$ cat src/rtl/serial_add_pkg.sv
// Shared types and constants for the digit-serial adder controller.
package serial_add_pkg;

   localparam int unsigned NIBBLE_W = 4;

   typedef enum logic [1:0] {
      IDLE = 2'd0,
      RUN  = 2'd1,
      DONE = 2'd2
   } state_t;

endpackage

$ cat src/rtl/adder4bit.sv
// 4-bit ripple adder used as the single per-digit arithmetic stage.
module adder4bit (
   input  logic [3:0] A,
   input  logic [3:0] B,
   input  logic       Cin,
   output logic [3:0] Sum,
   output logic       Cout
);

   assign {Cout, Sum} = 5'(A) + 5'(B) + 5'(Cin);

endmodule

$ cat src/rtl/serial_add_ctrl.sv
// Digit-serial W-bit adder: one 4-bit digit per cycle, LSB digit first.
// Optional macro SERIAL_SUB_EN enables A - B via op_sub (B inverted, carry-in 1).
module serial_add_ctrl
   import serial_add_pkg::*;
#(
   parameter int unsigned NIBBLES = 4
) (
   input  logic                  clk,
   input  logic                  rst_n,
   input  logic                  start,
   input  logic [4*NIBBLES-1:0]  A,
   input  logic [4*NIBBLES-1:0]  B,
   input  logic                  Cin,
   input  logic                  op_sub,
   output logic                  busy,
   output logic [4*NIBBLES-1:0]  Sum,
   output logic                  Cout,
   output logic                  done
);

   localparam int unsigned W     = NIBBLE_W * NIBBLES;
   localparam int unsigned IDX_W = (NIBBLES > 1) ? $clog2(NIBBLES) : 1;
   localparam logic [IDX_W-1:0] LAST_IDX = IDX_W'(NIBBLES - 1);

   state_t              r_state;
   logic [W-1:0]        r_a;
   logic [W-1:0]        r_b;
   logic [W-1:0]        r_acc;
   logic [IDX_W-1:0]    r_idx;
   logic                r_carry;

   logic [NIBBLE_W-1:0] w_da;
   logic [NIBBLE_W-1:0] w_db;
   logic [NIBBLE_W-1:0] w_dsum;
   logic                w_dcout;
   logic [W-1:0]        w_acc_next;

   // Select the current digit of each operand.
   assign w_da = r_a[NIBBLE_W*r_idx +: NIBBLE_W];
   assign w_db = r_b[NIBBLE_W*r_idx +: NIBBLE_W];

   adder4bit u_adder4bit (
      .A    (w_da),
      .B    (w_db),
      .Cin  (r_carry),
      .Sum  (w_dsum),
      .Cout (w_dcout)
   );

   // Accumulator with the freshly computed digit merged in; feeds Sum on the last digit.
   always_comb begin
      w_acc_next = r_acc;
      w_acc_next[NIBBLE_W*r_idx +: NIBBLE_W] = w_dsum;
   end

`ifndef SERIAL_SUB_EN
   logic w_unused_op_sub;
   assign w_unused_op_sub = op_sub;
`endif

   always_ff @(posedge clk or negedge rst_n) begin
      if (!rst_n) begin
         r_state <= IDLE;
         r_a     <= '0;
         r_b     <= '0;
         r_acc   <= '0;
         r_idx   <= '0;
         r_carry <= 1'b0;
         busy    <= 1'b0;
         Sum     <= '0;
         Cout    <= 1'b0;
         done    <= 1'b0;
      end else begin
         done <= 1'b0;
         case (r_state)
            IDLE: begin
               if (start) begin
                  r_a     <= A;
                  r_acc   <= '0;
                  r_idx   <= '0;
                  busy    <= 1'b1;
                  r_state <= RUN;
`ifdef SERIAL_SUB_EN
                  if (op_sub) begin
                     r_b     <= ~B;
                     r_carry <= 1'b1;
                  end else begin
                     r_b     <= B;
                     r_carry <= Cin;
                  end
`else
                  r_b     <= B;
                  r_carry <= Cin;
`endif
               end
            end
            RUN: begin
               r_acc   <= w_acc_next;
               r_carry <= w_dcout;
               if (r_idx == LAST_IDX) begin
                  r_idx   <= '0;
                  r_state <= DONE;
                  Sum     <= w_acc_next;
                  Cout    <= w_dcout;
                  done    <= 1'b1;
               end else begin
                  r_idx <= r_idx + IDX_W'(1);
               end
            end
            DONE: begin
               r_state <= IDLE;
               busy    <= 1'b0;
            end
            default: begin
               r_state <= IDLE;
               busy    <= 1'b0;
            end
         endcase
      end
   end

endmodule

$ cat config.mk
export PLATFORM = sky130hd
export DESIGN_NAME = serial_add_ctrl
export DESIGN_NICKNAME = d
export VERILOG_FILES = /design/src/rtl/serial_add_pkg.sv /design/src/rtl/adder4bit.sv /design/src/rtl/serial_add_ctrl.sv
export SDC_FILE = /design/constraint.sdc
export NUM_CORES = 1
export LEC_CHECK = 0
export ABC_AREA = 0
export CORE_MARGIN = 1
export CORE_UTILIZATION = 57
export CTS_BUF_LIST = sky130_fd_sc_hd__clkbuf_16
export CTS_CLUSTER_DIAMETER = 100
export DETAILED_ROUTE_END_ITERATION = 6
export PLACE_DENSITY_LB_ADDON = 0.08
export SYNTH_ARGS = -nofsm -noshare
export SYNTH_HDL_FRONTEND = slang
export SYNTH_SLANG_ARGS = --single-unit
$ cat constraint.sdc
create_clock -name clk -period 5.2 [get_ports clk]
set_clock_uncertainty 0.05 [all_clocks]
set_input_delay 0.52 -clock clk [delete_from_list [all_inputs] [get_ports clk]]
set_output_delay 0.52 -clock clk [all_outputs]
set_load 0.05 [all_outputs]
# ---- Word-level counts from Yosys, hierarchy flattened
# Cells that the tools add are included.
dict set report word_totals {
  reg_bits 72
  input_bits 37
  out_inout_bits 19
  wordCells 45
}
dict set report classes {
  add_sub_neg 4
  n_eq_ne 4
  shift 4
  n_mux 15
  bitwise_logic 1
  n_reduce_logical 7
}
# cell n
set ops {}
lappend ops {{negator 4 -> 34 bit} 1}
lappend ops {{variable shift 4 x 34 -> 16 bit, first input constant} 1}
lappend ops {{variable part select 4 x 34 -> 16 bit} 1}
lappend ops {{one-hot mux 16 bit (2 select lines)} 1}
lappend ops {{variable part select 16 x 5 -> 4 bit} 2}
lappend ops {{bitwise mux 16 bit} 1}
lappend ops {{two-way mux 16 bit} 1}
lappend ops {{AND reduction 2 bit} 5}
lappend ops {{two-way mux 2 bit} 4}
lappend ops {{one-hot mux 2 bit (2 select lines)} 2}
lappend ops {{adder 4 x 4 -> 5 bit} 1}
lappend ops {{adder 5 x 1 -> 5 bit} 1}
lappend ops {{two-way mux 1 bit} 4}
lappend ops {{!= test 2 bit, second input constant} 2}
lappend ops {{one-hot mux 1 bit (2 select lines)} 2}
lappend ops {{adder 2 x 1 -> 2 bit, second input constant} 1}
lappend ops {{== test 2 x 1 -> 1 bit, second input constant} 1}
lappend ops {{== test 2 bit, second input constant} 1}
lappend ops {{logical NOT 2 bit} 1}
lappend ops {{nonzero test 2 bit} 1}
lappend ops {{NOT 1 bit} 1}

# ---- Logic depth before layout (Yosys ltp)
dict set report depth {
  depth_word 6
  mapped_depth 9
  mapped_depth_nobuf 8
}

# ---- Modules after synthesis
# Synthesis repeated with hierarchy kept, for this count alone.
dict set report hier_totals {
  cells_unflattened 266
  area_unflattened_um2 3424.5
}
# mod n_inst cells_each area_per_inst_um2 seq_area_each_um2
set modules_own_cells {}
lappend modules_own_cells {serial_add_ctrl 1 250 3280.6 1801.7}
lappend modules_own_cells {adder4bit 1 16 143.9 0.0}

# ---- Worst setup path after synthesis
# OpenSTA, ideal clock, no wires.
dict set report synth_timing {
  path_type {register to register}
  startpoint {reg r_idx[0]}
  endpoint {reg r_acc[11]}
  setup_ns 0.122
  arrival_ns 2.661
  required_time_ns 5.028
  setup_slack_ns 2.367
  stages_incl_launch_ff 8
  path_buffers 1
  period_less_slack_ns 2.833
  cell_sequence {dfrtp_1 buf_2 mux4_2 fa_1 and3_2 or3_4 and2_4 a32o_1}
}
dict set report synth_between {
  elab_chain_len 6
  elab_cells_between_ends 9
  classes_between {add/sub (3); shift (4); mux (2)}
}
# item line_no
set synth_rtl {}
lappend synth_rtl {{start: declaration} serial_add_ctrl.sv:29} ;# logic [IDX_W-1:0] r_idx;
lappend synth_rtl {{start signal: assignment} serial_add_ctrl.sv:107} ;# r_idx <= r_idx + IDX_W'(1);
lappend synth_rtl {{variable part select 16 x 5 -> 4 bit (on tied branches)} {serial_add_ctrl.sv:39, serial_add_ctrl.sv:40}}
lappend synth_rtl {{adder 4 x 4 -> 5 bit} adder4bit.sv:10} ;# assign {Cout, Sum} = 5'(A) + 5'(B) + 5'(Cin);
lappend synth_rtl {{adder 5 x 1 -> 5 bit} adder4bit.sv:10}
lappend synth_rtl {{variable part select 4 x 34 -> 16 bit} serial_add_ctrl.sv:53} ;# w_acc_next[NIBBLE_W*r_idx +: NIBBLE_W] = w_dsum;
lappend synth_rtl {{bitwise mux 16 bit *} serial_add_ctrl.sv:53}
lappend synth_rtl {{one-hot mux 16 bit (2 select lines) *} serial_add_ctrl.sv:75} ;# case (r_state)
lappend synth_rtl {{end signal: assignment} serial_add_ctrl.sv:98} ;# r_acc <= w_acc_next;
lappend synth_rtl {{end: declaration} serial_add_ctrl.sv:28} ;# logic [W-1:0] r_acc;
# Mark *: on every way between the ends. The rest lies on a longest branch, timed or not.
# A chain may end at the register's enable or synchronous reset.

# ---- Worst setup path after layout
dict set report layout_timing {
  startpoint {reg r_idx[0]}
  endpoint {reg r_acc[3]}
}
# The elaborated chain is that of the path after synthesis.

==> impl_table.tex <==
\begin{tabular}{lr}
\hline
Metric & Value \\
\hline
\multicolumn{2}{l}{\textbf{Yosys}} \\
\quad Synthesized instance count & approximately 250 \\
\quad Proportion of netlist area held by the largest area contributor & 0.542 \\
\quad Proportion of synthesized chip area in sequential cells & 0.542 \\
\quad Leading area contributor after synthesis & sky130\_fd\_sc\_hd\_\_dfrtp\_1 \\
\quad Unique masters post-synth & 34 \\
\quad Total of flip-flops plus latches after synthesis & slightly above 70 \\
\quad Synth Warn \# & 0 \\
\quad Area of the mapped netlist & between 0.003 and 0.004 sq mm \\
\quad Average size of a mapped cell & $\sim$13 sq um \\
\quad Main synth FF type & sky130\_fd\_sc\_hd\_\_dfrtp\_1 \\
\quad Leading cell types by total area after synthesis & sky130\_fd\_sc\_hd\_\_dfrtp\_1 (54\%), sky130\_fd\_sc\_hd\_\_mux2\_2 (11\%), sky130\_fd\_sc\_hd\_\_mux4\_2 (5.4\%) \\
\quad EDFF count, synth & 0 \\
\quad Most common cell in the synthesized netlist & sky130\_fd\_sc\_hd\_\_dfrtp\_1 \\
\quad Async set or reset register ratio after synthesis & 1.00 \\
\quad Leading cell types by count after synthesis & sky130\_fd\_sc\_hd\_\_dfrtp\_1 (72), sky130\_fd\_sc\_hd\_\_mux2\_2 (32), sky130\_fd\_sc\_hd\_\_nor2\_1 (29) \\
\quad Post-Synthesis Net Count & between 200 and 300 \\
\multicolumn{2}{l}{\textbf{Outcome}} \\
\quad Status & finished clean \\
\multicolumn{2}{l}{\textbf{Timing}} \\
\quad Max-slew headroom & 0.382 \\
\quad Final critical-path share of the clock period & 0.616 \\
\quad Setup repair after global routing missed its margin & no \\
\quad Final min period & about 3.2 ns \\
\quad Post-route worst hold slack & around 0.35 ns \\
\quad Final hold viol count & 0 \\
\quad Setup-violating endpoint count in the final report & 0 \\
\quad Slew @ Worst Pin & 0.925 ns \\
\quad Crit path setup slack, layout & roughly 2.0 ns \\
\quad Summed negative setup slack over all endpoints & 0 ns \\
\quad Highest attainable clock frequency & 0.312 GHz \\
\quad Final count of pins violating max slew & 0 \\
\multicolumn{2}{l}{\textbf{Detailed routing}} \\
\quad DRT Pass-1 Iters & 4 \\
\quad Violation count after the first detailed-route iteration & 99 \\
\quad Average wire per standard cell & $\sim$17 um \\
\quad Total vias in the final route & 2274 \\
\quad Antenna-violating nets left & 0 \\
\quad Remaining routing DRC violations & 0 \\
\quad Via/cell ratio & 5.92 \\
\quad Total wirelength of the detailed-routed design & approximately 6500 um \\
\multicolumn{2}{l}{\textbf{Clocking}} \\
\quad Post-CTS Setup Repair Bufs & 0 \\
\quad Latest clock arrival within the worst-skew pair & approximately 0.33 ns \\
\quad Worst-path clk slew & roughly 0.05 ns \\
\quad Clock tree from TritonCTS & yes \\
\quad CTS H-tree depth & 3 \\
\quad Buffer cell driving the clock tree root & sky130\_fd\_sc\_hd\_\_clkbuf\_16 \\
\quad Total clock sinks & between 70 and 80 \\
\quad Deepest clock path buffer count & 2 \\
\quad Total of cells resized after clock tree synthesis & 0 \\
\quad CTS Buf Count & 9 \\
\quad Cts hold-fix bufs & 0 \\
\multicolumn{2}{l}{\textbf{Setup path}} \\
\quad Endpoint required time on the critical path & $\sim$5.4 ns \\
\quad Max stage delay cell, worst path & sky130\_fd\_sc\_hd\_\_dfrtp\_1 \\
\quad Cells traversed along the worst timing path & mux4\_2 -> fa\_1 -> and3\_2 -> o21ai\_0 -> and2\_4 -> a32o\_1 \\
\quad Worst-path fanout max & 16 \\
\quad Delay of the slowest critical-path stage & a little under 0.9 ns \\
\quad RR Startpoint & r\_idx[0] \\
\quad Reg-to-reg setup timing slack & between 1.5 and 2 ns \\
\quad Arrival time of data at the critical path endpoint & approximately 3.4 ns \\
\quad Worst setup SP type & flop \\
\quad Worst setup EP type & flop \\
\quad Worst setup path class & reg2reg \\
\quad R2R depth & 6 \\
\quad Worst flop-to-flop path endpoint & r\_acc[3] \\
\multicolumn{2}{l}{\textbf{Placed design}} \\
\quad DPL Wire Length & approximately 4300 um \\
\quad Final estimated routing congestion in global placement & 0.823 \\
\quad Placed Instance Area & $\sim$0.0039 sq mm \\
\quad Setup Slack @ Placement & roughly 2 ns \\
\quad Buffers added on ports & 54 \\
\multicolumn{2}{l}{\textbf{GRT}} \\
\quad Wire length of the first global-routing pass & roughly 11000 um \\
\quad Number of global-route vias before repair & around 2.3k \\
\quad Maximum number of pins on one net before global-route repair & 73 \\
\quad Total congestion overflow & 0 \\
\quad Antenna violations before repair & 0 \\
\quad Total track usage & 0.246 \\
\multicolumn{2}{l}{\textbf{Floorplanning}} \\
\quad Die height & roughly 78 um \\
\quad Initial Utilization & 0.596 \\
\quad Cell row count & 27 \\
\quad \# IOs & 56 \\
\quad Die extent in x & between 70 and 80 um \\
\quad Die area & 0.00614 sq mm \\
\quad Floorplan Core Area & about 0.0056 sq mm \\
\multicolumn{2}{l}{\textbf{Cells and area}} \\
\quad Share of post-route cells with drive strength above 1 & 0.208 \\
\quad \# diodes & 0 \\
\quad P\&R area growth vs syn & 25.7\% \\
\quad Final net count & between 300 and 400 \\
\quad Fin area & approximately 0.0042 sq mm \\
\multicolumn{2}{l}{\textbf{Min path}} \\
\quad Worst min path class & in2async \\
\multicolumn{2}{l}{\textbf{Flow run}} \\
\quad Max-cap violation count & 0 \\
\hline
\end{tabular}
## through the flow
stage,std cells,util
global route,384,0.749
floorplan,251,-
detailed placement,368,0.699
CTS,384,0.749
finish,384,0.749
global placement,368,0.699
## critical path, delay by kind of cell (launching register included)
kind,cells,cell delay [ns]
AO/OA/AOI/OAI,2,0.66
flip-flops,1,0.89
adder cells (fa/ha/maj),1,0.42
multiplexers,1,0.62
AND/OR/NAND/NOR,2,0.48
## layout make-up
class	instances	area, sq um
Inverter	14	52.6
Clock buffer	9	225
Tap cell	72	90.1
Timing Repair Buffer	56	551
Multi-Input combinational cell	154	1400
Fill cell	393	1400
Sequential cell	72	1800
Clock inverter	7	55.1
## worst max-delay path by stage
| stage | depth (start not counted) | endpoint | start | slack [ns] |
|---|---|---|---|---|
| 3_5_place_dp | 6 | r_acc[3] | r_idx[0] | 2.02 |
| 4_1_cts | 6 | r_acc[3] | r_idx[0] | 2.00 |
| 3_3_place_gp | 6 | r_acc[1] | r_idx[0] | 2.07 |
| 6_report | 6 | r_acc[3] | r_idx[0] | 1.99 |
| 2_1_floorplan | 7 | r_acc[11] | r_idx[0] | 2.37 |
| 5_1_grt | 6 | r_acc[15] | r_idx[0] | 1.76 |
## placed cells by master, fill, tap and decap left out, types with 2 or more instances in the layout
cell type and n:
sky130_fd_sc_hd__nor2_1 29, sky130_fd_sc_hd__fa_1 2, sky130_fd_sc_hd__a221oi_1 12, sky130_fd_sc_hd__clkbuf_16 9, sky130_fd_sc_hd__clkinv_2 2, sky130_fd_sc_hd__buf_4 2
sky130_fd_sc_hd__ha_1 9, sky130_fd_sc_hd__nand2_1 8, sky130_fd_sc_hd__mux2_2 32, sky130_fd_sc_hd__a21o_1 7, sky130_fd_sc_hd__clkdlybuf4s50_1 53, sky130_fd_sc_hd__clkinv_1 2
sky130_fd_sc_hd__a22o_1 7, sky130_fd_sc_hd__nor4b_2 2, sky130_fd_sc_hd__a21oi_1 6, sky130_fd_sc_hd__o21ai_0 3, sky130_fd_sc_hd__a32oi_1 4, sky130_fd_sc_hd__nand2b_1 2
sky130_fd_sc_hd__a32o_1 8, sky130_fd_sc_hd__mux4_2 8, sky130_fd_sc_hd__a22o_2 2, sky130_fd_sc_hd__o22ai_1 2, sky130_fd_sc_hd__inv_1 16, sky130_fd_sc_hd__dfrtp_1 72
## state kept, by name, summed over array words and instances (netlist names)
signal / count
r_carry: 1
busy: 1
r_b: 16
r_acc: 16
r_a: 16
r_idx: 2
Cout: 1
Sum: 16
r_state: 2
done: 1
## logic make-up (layout without fill, tap and decap cells)
kind of cell | Yosys count | after routing | share of synthesized area
buf+inv | 25 | 86 | 0.0358
simple gates | 49 | 49 | 0.0821
mux | 40 | 40 | 0.163
fa+ha+maj | 11 | 11 | 0.0459
flops | 72 | 72 | 0.542
compound gates | 53 | 53 | 0.129
xor+xnor | 1 | 1 | 0.00264
## metal layers
metal,vias to the layer above,track usage,part of all wire
met3,12,0.0395,0.038
li1,1039,-,-
met1,1161,0.319,0.44
met2,62,0.405,0.51
met5,-,0,0
met4,0,0.120,0.020
Power is not shown: default switching activity piles up to over one toggle a cycle in this logic, so the estimate is an artifact.
